[src/rtl/ask_symbol_gen.sv]
//==============================================================================
// ask_symbol_gen -- PRBS-driven 2/4-ASK symbol mapper with zero-stuffed upsampling
// Revision 1.0
//==============================================================================
`default_nettype none

module ask_symbol_gen #(
  parameter int          WIDTH = 18,
  parameter int          SPS   = 4,
  parameter int          AMP   = 32768,
  parameter logic [14:0] SEED  = 15'h7FFF
) (
  input  logic                    clk,
  input  logic                    reset,
  input  logic                    en,
  input  logic [1:0]              mode,
  output logic signed [WIDTH-1:0] x_out,
  output logic                    out_valid,
  output logic                    sym_strobe,
  output logic [1:0]              sym_out
);

  localparam int PW = (SPS > 1) ? $clog2(SPS) : 1;
  localparam logic [PW-1:0] LAST_PHASE = PW'(SPS - 1);

  localparam logic [1:0] MODE_ASK4    = 2'd0;
  localparam logic [1:0] MODE_IMPULSE = 2'd1;
  localparam logic [1:0] MODE_CONST   = 2'd2;
  localparam logic [1:0] MODE_ASK2    = 2'd3;

  localparam logic signed [WIDTH-1:0] LVL_P1 = WIDTH'(AMP);
  localparam logic signed [WIDTH-1:0] LVL_P3 = WIDTH'(3 * AMP);
  localparam logic signed [WIDTH-1:0] LVL_M1 = -LVL_P1;
  localparam logic signed [WIDTH-1:0] LVL_M3 = -LVL_P3;

  if (SPS < 1 || SPS > 16) begin : g_chk_sps
    $error("ask_symbol_gen: SPS must be within 1..16");
  end
  if ((64'(3) * 64'(AMP)) > ((64'(1) << (WIDTH - 1)) - 64'(1))) begin : g_chk_amp
    $error("ask_symbol_gen: 3*AMP does not fit in WIDTH-bit signed");
  end
  if (SEED == 15'h0000) begin : g_chk_seed
    $error("ask_symbol_gen: SEED must be nonzero");
  end

  function automatic logic [14:0] lfsr_step(input logic [14:0] v);
    return {v[13:0], v[14] ^ v[13]};
  endfunction

  logic [PW-1:0]           phase, phase_nxt;
  logic [14:0]             lfsr, lfsr_nxt, lfsr_adv;
  logic                    imp_done, imp_nxt;
  logic                    boundary;
  logic [1:0]              sym;
  logic signed [WIDTH-1:0] sample;
  logic [1:0]              sym_nxt;

  assign boundary = en && (phase == '0);
  assign sym      = lfsr[14:13];
  // A zero state can never leave itself, so it is forced back onto the sequence.
  assign lfsr_adv = (lfsr == 15'h0000) ? 15'h0001 : lfsr_step(lfsr_step(lfsr));

  always_comb begin
    phase_nxt = phase;
    lfsr_nxt  = (lfsr == 15'h0000) ? 15'h0001 : lfsr;
    imp_nxt   = imp_done;
    sample    = '0;
    sym_nxt   = sym_out;
    if (en) begin
      phase_nxt = (phase == LAST_PHASE) ? '0 : phase + 1'b1;
    end
    if (boundary) begin
      imp_nxt = 1'b0;
      case (mode)
        MODE_ASK4: begin
          lfsr_nxt = lfsr_adv;
          sym_nxt  = sym;
          case (sym)
            2'b00:   sample = LVL_M3;
            2'b01:   sample = LVL_M1;
            2'b11:   sample = LVL_P1;
            default: sample = LVL_P3;
          endcase
        end
        MODE_IMPULSE: begin
          imp_nxt = 1'b1;
          sample  = imp_done ? '0 : LVL_P3;
          sym_nxt = imp_done ? 2'b00 : 2'b10;
        end
        MODE_CONST: begin
          sample  = LVL_P3;
          sym_nxt = 2'b10;
        end
        default: begin
          lfsr_nxt = lfsr_adv;
          sym_nxt  = {sym[1], sym[1]};
          sample   = sym[1] ? LVL_P3 : LVL_M3;
        end
      endcase
    end
  end

  always_ff @(posedge clk or posedge reset) begin
    if (reset) begin
      phase      <= '0;
      lfsr       <= SEED;
      imp_done   <= 1'b0;
      x_out      <= '0;
      out_valid  <= 1'b0;
      sym_strobe <= 1'b0;
      sym_out    <= 2'b00;
    end else begin
      phase      <= phase_nxt;
      lfsr       <= lfsr_nxt;
      imp_done   <= imp_nxt;
      out_valid  <= en;
      sym_strobe <= boundary;
      if (en) begin
        x_out   <= sample;
        sym_out <= sym_nxt;
      end
    end
  end

endmodule

`default_nettype wire

[config.mk]
export PLATFORM = sky130hd
export DESIGN_NAME = ask_symbol_gen
export DESIGN_NICKNAME = d
export VERILOG_FILES = /design/src/rtl/ask_symbol_gen.sv
export SDC_FILE = /design/constraint.sdc
export NUM_CORES = 1
export LEC_CHECK = 0
export ABC_AREA = 1
export BUFFER_PORTS_ARGS = -buffer_cell sky130_fd_sc_hd__buf_2
export CAP_MARGIN = 25
export CELL_PAD_IN_SITES_DETAIL_PLACEMENT = 1
export CELL_PAD_IN_SITES_GLOBAL_PLACEMENT = 1
export CORE_MARGIN = 2
export CORE_UTILIZATION = 40
export DETAILED_ROUTE_END_ITERATION = 8
export PLACE_DENSITY = 0.78
export SLEW_MARGIN = 30
export SYNTH_ARGS = -nofsm -noshare
export SYNTH_HDL_FRONTEND = slang
export SYNTH_SLANG_ARGS = --single-unit
[constraint.sdc]
create_clock -name clk -period 1.92 [get_ports clk]
set_clock_uncertainty 0.05 [all_clocks]
set_input_delay 0.096 -clock clk [delete_from_list [all_inputs] [get_ports clk]]
set_output_delay 0.096 -clock clk [all_outputs]
set_load 0.02 [all_outputs]
== Yosys cells after proc, flatten, opt, wreduce, memory -nomap -nowiden ==
Index checks and enable logic that the tools add are counted.

* Add/sub/neg operators: 1
* Equal/unequal tests: 5
* Muxes and demuxes: 13
* Bitwise gates (word level): 2
* Reductions and logical operators: 7

{| class="wikitable"
|+ Operators with widths
! kind !! number
|-
| $pmux 18 s3 || 2
|-
| $mux 15 || 4
|-
| $mux 18 || 2
|-
| $mux 17 || 1
|-
| $logic_not 15->1 || 1
|-
| $eq 2x2->1 const B || 3
|-
| $logic_not 2->1 || 3
|-
| $pmux 2 s3 || 1
|-
| $eq 2x1->1 const B || 2
|-
| $mux 2 || 2
|-
| $add 2x1->2 const B || 1
|-
| $reduce_and 2->1 || 1
|-
| $reduce_or 2->1 || 1
|-
| $xor 1x1->1 || 2
|-
| $logic_and 1x1->1 || 1
|-
| $mux 1 || 1
|}

* Bits in registers: 40
* Bits of input ports: 5
* Output and inout port bits: 22
* Word-level logic and storage cells: 35

== Longest topological paths before layout ==
Gate-level depths: netlist of the first run.

* Depth after elaboration: 4
* Mapped depth: 8

== Worst setup path after synthesis of the first run ==
Ideal clock, no wire load.

* Path kind: reg2reg
* Start point: reg lfsr[13]
* End point: reg x_out[16]
* Library setup time: 0.116 ns
* Data arrival time: 1.171 ns
* Data required time: 1.754 ns
* Path slack: 0.582 ns
* Cell stages (with the launch flop): 8
* Buffers on the path: 0
* Cell sequence: dfstp_2 inv_1 ha_1 nand2_1 o21a_1 nand2_1 nand2_1 nand2_1

* Longest elaborated chain between the ends: 4

{| class="wikitable"
|+ RTL lines
! what !! RTL line !! RTL
|-
| start: declaration || 51 || <nowiki>logic [14:0] lfsr, lfsr_nxt, lfsr_adv;</nowiki>
|-
| start signal: assignment || 114 || <nowiki>lfsr <= lfsr_nxt;</nowiki>
|-
| $eq 2x2->1 (tied with other cells) || 78 || <nowiki>case (sym)</nowiki>
|-
| $pmux 18 s3 * || 78 ||
|-
| $pmux 18 s3 * || 74 || <nowiki>case (mode)</nowiki>
|-
| $mux 18 * || 72 || <nowiki>if (boundary) begin</nowiki>
|-
| end signal: assignment || 119 || <nowiki>x_out <= sample;</nowiki>
|-
| end: declaration || 17 || <nowiki>output logic signed [WIDTH-1:0] x_out,</nowiki>
|}

Every way passes the cells marked *; elsewhere a longest branch is shown, timed or not.
A chain may end at the register's enable or synchronous reset.

== Worst setup path in the final report of the first run ==
* Start point: reg lfsr[14]
* End point: reg x_out[16]

* Longest elaborated chain between the ends: 4

{| class="wikitable"
|+ RTL lines
! what !! RTL line
|-
| $eq 2x2->1 (tied with other cells) || 78
|-
| $pmux 18 s3 || 78
|-
| $pmux 18 s3 * || 74
|-
| $mux 18 * || 72
|}

Marks and branches as above.

==> results of run 1 <==
-- worst max-delay path, stage by stage, from the launching register on --
cell     delay, ps
dfstp_2        600
inv_1          110
ha_1           320
nand2_1         60
o21a_1         170
nand2_1         60
nand2_1         50
nand2_1         60
-- flip-flops by register name, indices dropped and copies added (netlist names) --
signal / count
phase: 2
sym_out: 2
lfsr: 15
sym_strobe: 1
x_out: 3
imp_done: 1
out_valid: 1
-- per-layer routing --
layer	global-route usage, %	vias to the layer above	wire length (um)
met4	4.076	0	28
met1	15.89	513	1070
met5	0	-	0
li1	-	523	-
met2	29.65	13	1468
met3	2.679	4	65
-- logic make-up (layout without fill, tap and decap cells) --
family | Yosys count | in the layout | synth area share, %
compound gates | 10 | 10 | 3.832
fa+ha+maj | 10 | 10 | 8.913
buf+inv | 34 | 35 | 13.90
flops | 25 | 25 | 45.90
other cells | 1 | 15 | 0.2671
simple gates | 91 | 91 | 27.18
-- what timing repair did --
item	CTS	global route
hold endpoints to repair	11	0
hold buffers	2	0
resized for setup	0	0
-- cell type report --
| type | instances | area (um2) |
|---|---|---|
| sequential | 25 | 644.4 |
| inverter | 17 | 63.81 |
| timing repair buffer | 14 | 82.58 |
| clock buffer | 4 | 26.28 |
| fill | 447 | 1872 |
| tap | 46 | 57.56 |
| multi-input combinational | 126 | 616.8 |
-- cells in the final DEF, fill, tap and decap left out, drive strengths merged --
| master | Yosys | final |
|---|---|---|
| a21oi | 1 | 1 |
| a31oi | 1 | 1 |
| and2 | 1 | 1 |
| buf | 17 | 12 |
| clkbuf | 0 | 4 |
| conb | 1 | 15 |
| dfrtp | 10 | 10 |
| dfstp | 15 | 15 |
| dlygate4sd3 | 0 | 2 |
| ha | 10 | 10 |
| inv | 17 | 17 |
| nand2 | 67 | 67 |
| nand3 | 5 | 5 |
| nand3b | 1 | 1 |
| nor2 | 15 | 15 |
| nor3 | 1 | 1 |
| o21a | 1 | 1 |
| o21ai | 7 | 7 |
| or2 | 1 | 1 |
-- final timing paths --
check / startpoint / end / slack (ps) / depth (start not counted)
min in group asynchronous: reset / phase[1]$_DFFE_PP0P_ / 250 / 3
hold reg to reg: lfsr[6]$_DFF_PP1_ / lfsr[6]$_DFF_PP1_ / 430 / 2
setup / recovery: lfsr[14]$_DFF_PP1_ / x_out[16]$_DFFE_PP0P_ / 400 / 7
hold / removal: mode[1] / x_out[15]$_DFFE_PP0P_ / 240 / 6
setup reg to reg: lfsr[14]$_DFF_PP1_ / x_out[16]$_DFFE_PP0P_ / 400 / 7
max in group asynchronous: reset / lfsr[13]$_DFF_PP1_ / 970 / 4
-- where the power goes --
| group | switching [mW] | internal [mW] | total, mW | leakage, nW |
|---|---|---|---|---|
| logic | 0.519 | 0.293 | 0.811 | 0.503 |
| registers | 0.167 | 0.843 | 1.01 | 0.283 |
| clock network | 0.147 | 0.0811 | 0.228 | 0.0150 |
==> results.ini, run 1 <==
[timing]
whs_ps=239.9
fin_crit_sh_pct=79.40
timing.final.ws_setup_ps=395.5
rsz0062_at_grt=false
post-route-min-period_ps=1524
setup_viol=0
report.final.slew_viol_count=0
finalSetupTns_ps=0
hold_viol=0
max_freq_mhz=656.0

[setup_path]
required_ps=2130
crit_path_end_kind=register
cp_max_fo=4
critical_path_arrival_ps=1730
crit_type=reg2reg
cp-start-kind=register

[floorplanning]
io_pins=27
die_width_um=63.24
die_area_um2=3999
core_area_um2=3363
num_rows=21
die_h_um=63.24
initial_utilization_pct=41.74

[route]
first_iter_violations=33
wire_per_inst_um=11.34
dr.pass1.iters=4
drcViolationCount=0
dr_total_vias=1053
ant_nets=0
wl_mm=2.632
post_drt_via_cell_ratio=4.539

[synth]
synthTopCellsByArea=dfstp_2 28%, dfrtp_1 18%, nand2_1 18%, ha_1 8.9%, buf_4 8.6%
ys.flop_type=dfstp_2
synth.distinct_cells=22
synth_top_area_share_pct=28.07
synth-edff-count=0
netlist_instances=171
syn_area_um2=1404
ys_warn_count=0
ys_seq_area_share_pct=45.90
avgSynthCellArea_um2=8.210
synth_common_cells=66 x nand2_1, 16 x buf_4, 15 x dfstp_2, 15 x inv_1, 14 x nor2_1
synth_seq_cells=25
synth_area_leader_cell=dfstp_2
synth.most_common_cell=nand2_1
synthArstFlopShare_pct=100.0

[clock_tree]
cts_tree=built
clock-sinks=25
cts_htree_levels=1
cts-root-buf=clkbuf_4
cts_made_buffers=3
clockBufferDepth=2
cts_setup_buffers=0
worst_skew_pair.late_latency_ps=310
clkTransAtPathRegs_ps=130

[global_route]
grt_pass1_vias=1111
grt_pass1_wl_mm=4.761
overflow=0
grt_max_degree=18
grt.total_usage_pct=14.92
antenna_found_initial=0

[status]
status=finished clean

[placement]
place.gp.congestion=0.7547
placed_cells=226
place_ws_ps=411.1
port_buffers=11
dp.final_hpwl_mm=2.147
placed_area_um2=1445

[power_and_ir_drop]
p_leak_nw=0.8015
max-vdd-ir-drop_mv=0.5312
p_per_area_nw_per_um2=1373
power_mw=2.048

[cells_and_area]
area.growth.synth_to_final_pct=6.239
nets=202
final_area_um2=1491
drive_gt1_share_pct=18.28
final_cells=232
fin_util_pct=44.35
n_antenna_cell=0

[job]
drv_cap=0

[hold_path]
hp-class=in2reg

No activity file was read; power rests on OpenSTA's default activity.
==> run 2: changes to the inputs <==
ABC_AREA = 0   (was 1)
CORE_UTILIZATION = 36   (was 40)
PLACE_DENSITY = 0.73   (was 0.78)
clock period = 1.4 ns   (was 1.92 ns; I/O delays follow)
==> results.ini, run 2 <==
[placement]
place_ws_ps=-63.02  ; -474.1 ps
place.gp.congestion=0.7246  ; -4.0%
dp.final_hpwl_mm=2.013  ; -6.2%
port_buffers=11  ; unchanged

[timing]
setup_viol=1  ; +1
report.final.slew_viol_count=0  ; unchanged
max_freq_mhz=685.1  ; +4.4%
fin_crit_sh_pct=104.3  ; +25 points
timing.final.ws_setup_ps=-59.58  ; -455.1 ps
hold_viol=0  ; unchanged
post-route-min-period_ps=1460  ; -64.89 ps
rsz0062_at_grt=true

[setup_path]
crit_path_end_kind=register
rrSetupSlack_ps=-60  ; -460 ps
path_cells=inv_2 > ha_2 > nor4b_2 > nand4_1 > nand2_1 > o21ai_1
r2r_start=lfsr[13]$_DFF_PP1_
required_ps=1600  ; -530 ps
cp-start-kind=register
crit_type=reg2reg
reg2regPathDepth=6  ; -1
cp_max_fo=3  ; -1
r2r_end=lfsr[14]$_DFF_PP1_
crit_family=flip-flops
path_buf_inv=1  ; unchanged
cpMaxStageDelayCell=dfstp_2
critical_path_arrival_ps=1660  ; -70 ps
slowest_delay_ps=570  ; -30 ps
startpoint=lfsr[13]$_DFF_PP1_

[job]
drv_cap=0  ; unchanged

[status]
violations=setup timing
status=complete, but fails checks

[synth]
synthAdderAreaFrac_pct=9.497  ; +0.58 points
synth-edff-count=0  ; unchanged
synthSimpleGateAreaFrac_pct=17.57  ; -9.6 points
synthTopCellsByArea=dfstp_2 30%, dfrtp_1 19%, nand2_1 12%, ha_1 9.5%, buf_4 9.1%
synthArstFlopShare_pct=100.0  ; unchanged
ys.flop_type=dfstp_2
synth_common_cells=43 x nand2_1, 16 x buf_4, 15 x dfstp_2
synth.most_common_cell=nand2_1
synth_top_family_by_area=simple AND/OR/NAND/NOR gates
synth_top_area_share_pct=29.91  ; +1.8 points
syn_area_um2=1318  ; -6.1%
ys_seq_area_share_pct=48.91  ; +3.0 points
synth.distinct_cells=27  ; +23%
synthMuxAreaShare_pct=0.8547  ; +0.85 points
synth_compound_area_share_pct=9.117  ; +5.3 points
avgSynthCellArea_um2=9.344  ; +14%
synth_seq_cells=25  ; unchanged
synth_area_leader_cell=dfstp_2
netlist_instances=141  ; -18%
synthXorXnorAreaFrac_pct=0  ; unchanged
ys_warn_count=0  ; unchanged

[cells_and_area]
largest_reg_flops=15  ; unchanged
top_register=lfsr
area.growth.synth_to_final_pct=22.70
top_regs=lfsr x15, x_out x3
final_common_cell=nand2_1
drive_gt1_share_pct=42.35  ; +24 points
layout_common_cells=33 x nand2_1, 15 x conb_1, 15 x dfstp_2, 14 x buf_4, 11 x buf_2
n_antenna_cell=0  ; unchanged
nets=186  ; -7.9%

[route]
dr_total_vias=985  ; -6.5%
wl_mm=2.800  ; +6.4%
drcViolationCount=0  ; unchanged
ant_nets=0  ; unchanged
dr.pass1.iters=4  ; unchanged
first_iter_violations=29  ; -12%
post_drt_via_cell_ratio=4.560  ; +0.47%
wire_per_inst_um=12.96  ; +14%

[clock_tree]
cts_made_buffers=3  ; unchanged
clkTransAtPathRegs_ps=140  ; about the same
cts_htree_levels=1  ; unchanged
clockBufferDepth=2  ; unchanged
clock-sinks=25  ; unchanged
cts_tree=built
worst_skew_pair.late_latency_ps=340  ; +30 ps
cts-root-buf=clkbuf_4

[floorplanning]
die_area_um2=4160  ; +4.0%
die_width_um=64.50  ; +2.0%
io_pins=27  ; unchanged
num_rows=21  ; unchanged
core_area_um2=3416  ; +1.6%
die_h_um=64.50  ; +2.0%
initial_utilization_pct=38.57  ; -3.2 points

[global_route]
grt.total_usage_pct=14.17  ; -0.75 points
grt_pass1_wl_mm=4.485  ; -5.8%
overflow=0  ; unchanged
antenna_found_initial=0  ; unchanged
grt_pass1_vias=965  ; -13%
grt_max_degree=26  ; +8

[power_and_ir_drop]
p_leak_nw=0.7836  ; -2.2%
p_per_area_nw_per_um2=1779  ; +30%
power_mw=2.876  ; +40%
max-vdd-ir-drop_mv=0.7522  ; +42%

[hold_path]
hold_start=mode[0]
hp-class=in2reg
hold_path_end=imp_done$_DFFE_PP0N_
holdPathStages=4  ; -2

## run 2: changes by cell type in the layout (fill, tap and decap cells not counted), sizes merged, moves of 2 or more
cell and change:
nor4 +2, nand2 -23, o21ai +4, inv -5
buf +15, nor2 -13, a22oi +2, nand3 -3
## run 2: area by class of cell
type	instances	area, um2
inverter	12	50.05
multi-input combinational	100	635.6
tap	46	57.56
sequential	25	644.4
timing repair buffer	29	202.7
fill	410	1799
clock buffer	4	26.28
## run 2: what timing repair did
| action | 4_1_cts | 5_1_grt |
|---|---|---|
| buffers inserted | 2 | 3 |
| hold endpoints to repair | 29 | 0 |
| pin swaps | 1 | 14 |
| hold buffers | 2 | 0 |
| gates resized for setup | 10 | 24 |
| setup endpoints to repair | 17 | 18 |
## run 2: tightest hold or removal path: stages
cell	delay (ps)
buf_2	110
ha_1	190
nand2_1	60
o21ai_0	60
## run 2: per-stage QoR
stage | instances | hold WS (ps) | utilization, % | cell area [um2] | setup TNS [ps]
finish | 216 | 122.9 | 47.33 | 1617 | -59.58
detailed placement | 205 | 91.48 | 42.20 | 1441 | -204.4
global placement | 205 | 82.64 | 42.20 | 1441 | -2.491
CTS | 213 | 108.2 | 44.58 | 1523 | 0
global route | 216 | 126.0 | 47.33 | 1617 | -402.4
floorplan | 155 | 36.20 | - | 1383 | 0
## run 2: power by group
| part | internal (mW) | switching [mW] |
|---|---|---|
| clock | 0.112 | 0.223 |
| combinational | 0.591 | 0.653 |
| sequential | 1.10 | 0.195 |
| total | 1.81 | 1.07 |
## run 2: worst max path at each step
stage                              to  cells after the start  slack (ps)
6_report           lfsr[14]$_DFF_PP1_                      6         -60
5_1_grt            lfsr[14]$_DFF_PP1_                      6        -100
4_1_cts        sym_out[1]$_DFFE_PP0P_                      6         0.9
3_5_place_dp   sym_out[1]$_DFFE_PP0P_                      6         -60
3_3_place_gp        lfsr[0]$_DFF_PP1_                      7          -2
2_1_floorplan   x_out[16]$_DFFE_PP0P_                      5          20
## run 2: per-layer routing
layer / up-vias / part of all wire, % / GRT usage [%]
met4: 0 / 1.4 / 4.787
li1: 481 / - / -
met1: 482 / 40 / 15.93
met3: 5 / 3.3 / 3.646
met5: - / 0 / 0
met2: 17 / 56 / 25.91
## run 2: cells by family after synthesis
kind of cell | after synthesis
buffers and inverters | 30
AOI/OAI and AO/OA | 19
DFF | 25
muxes | 1
and+or+nand+nor | 55
adders and majority gates | 10
other | 1
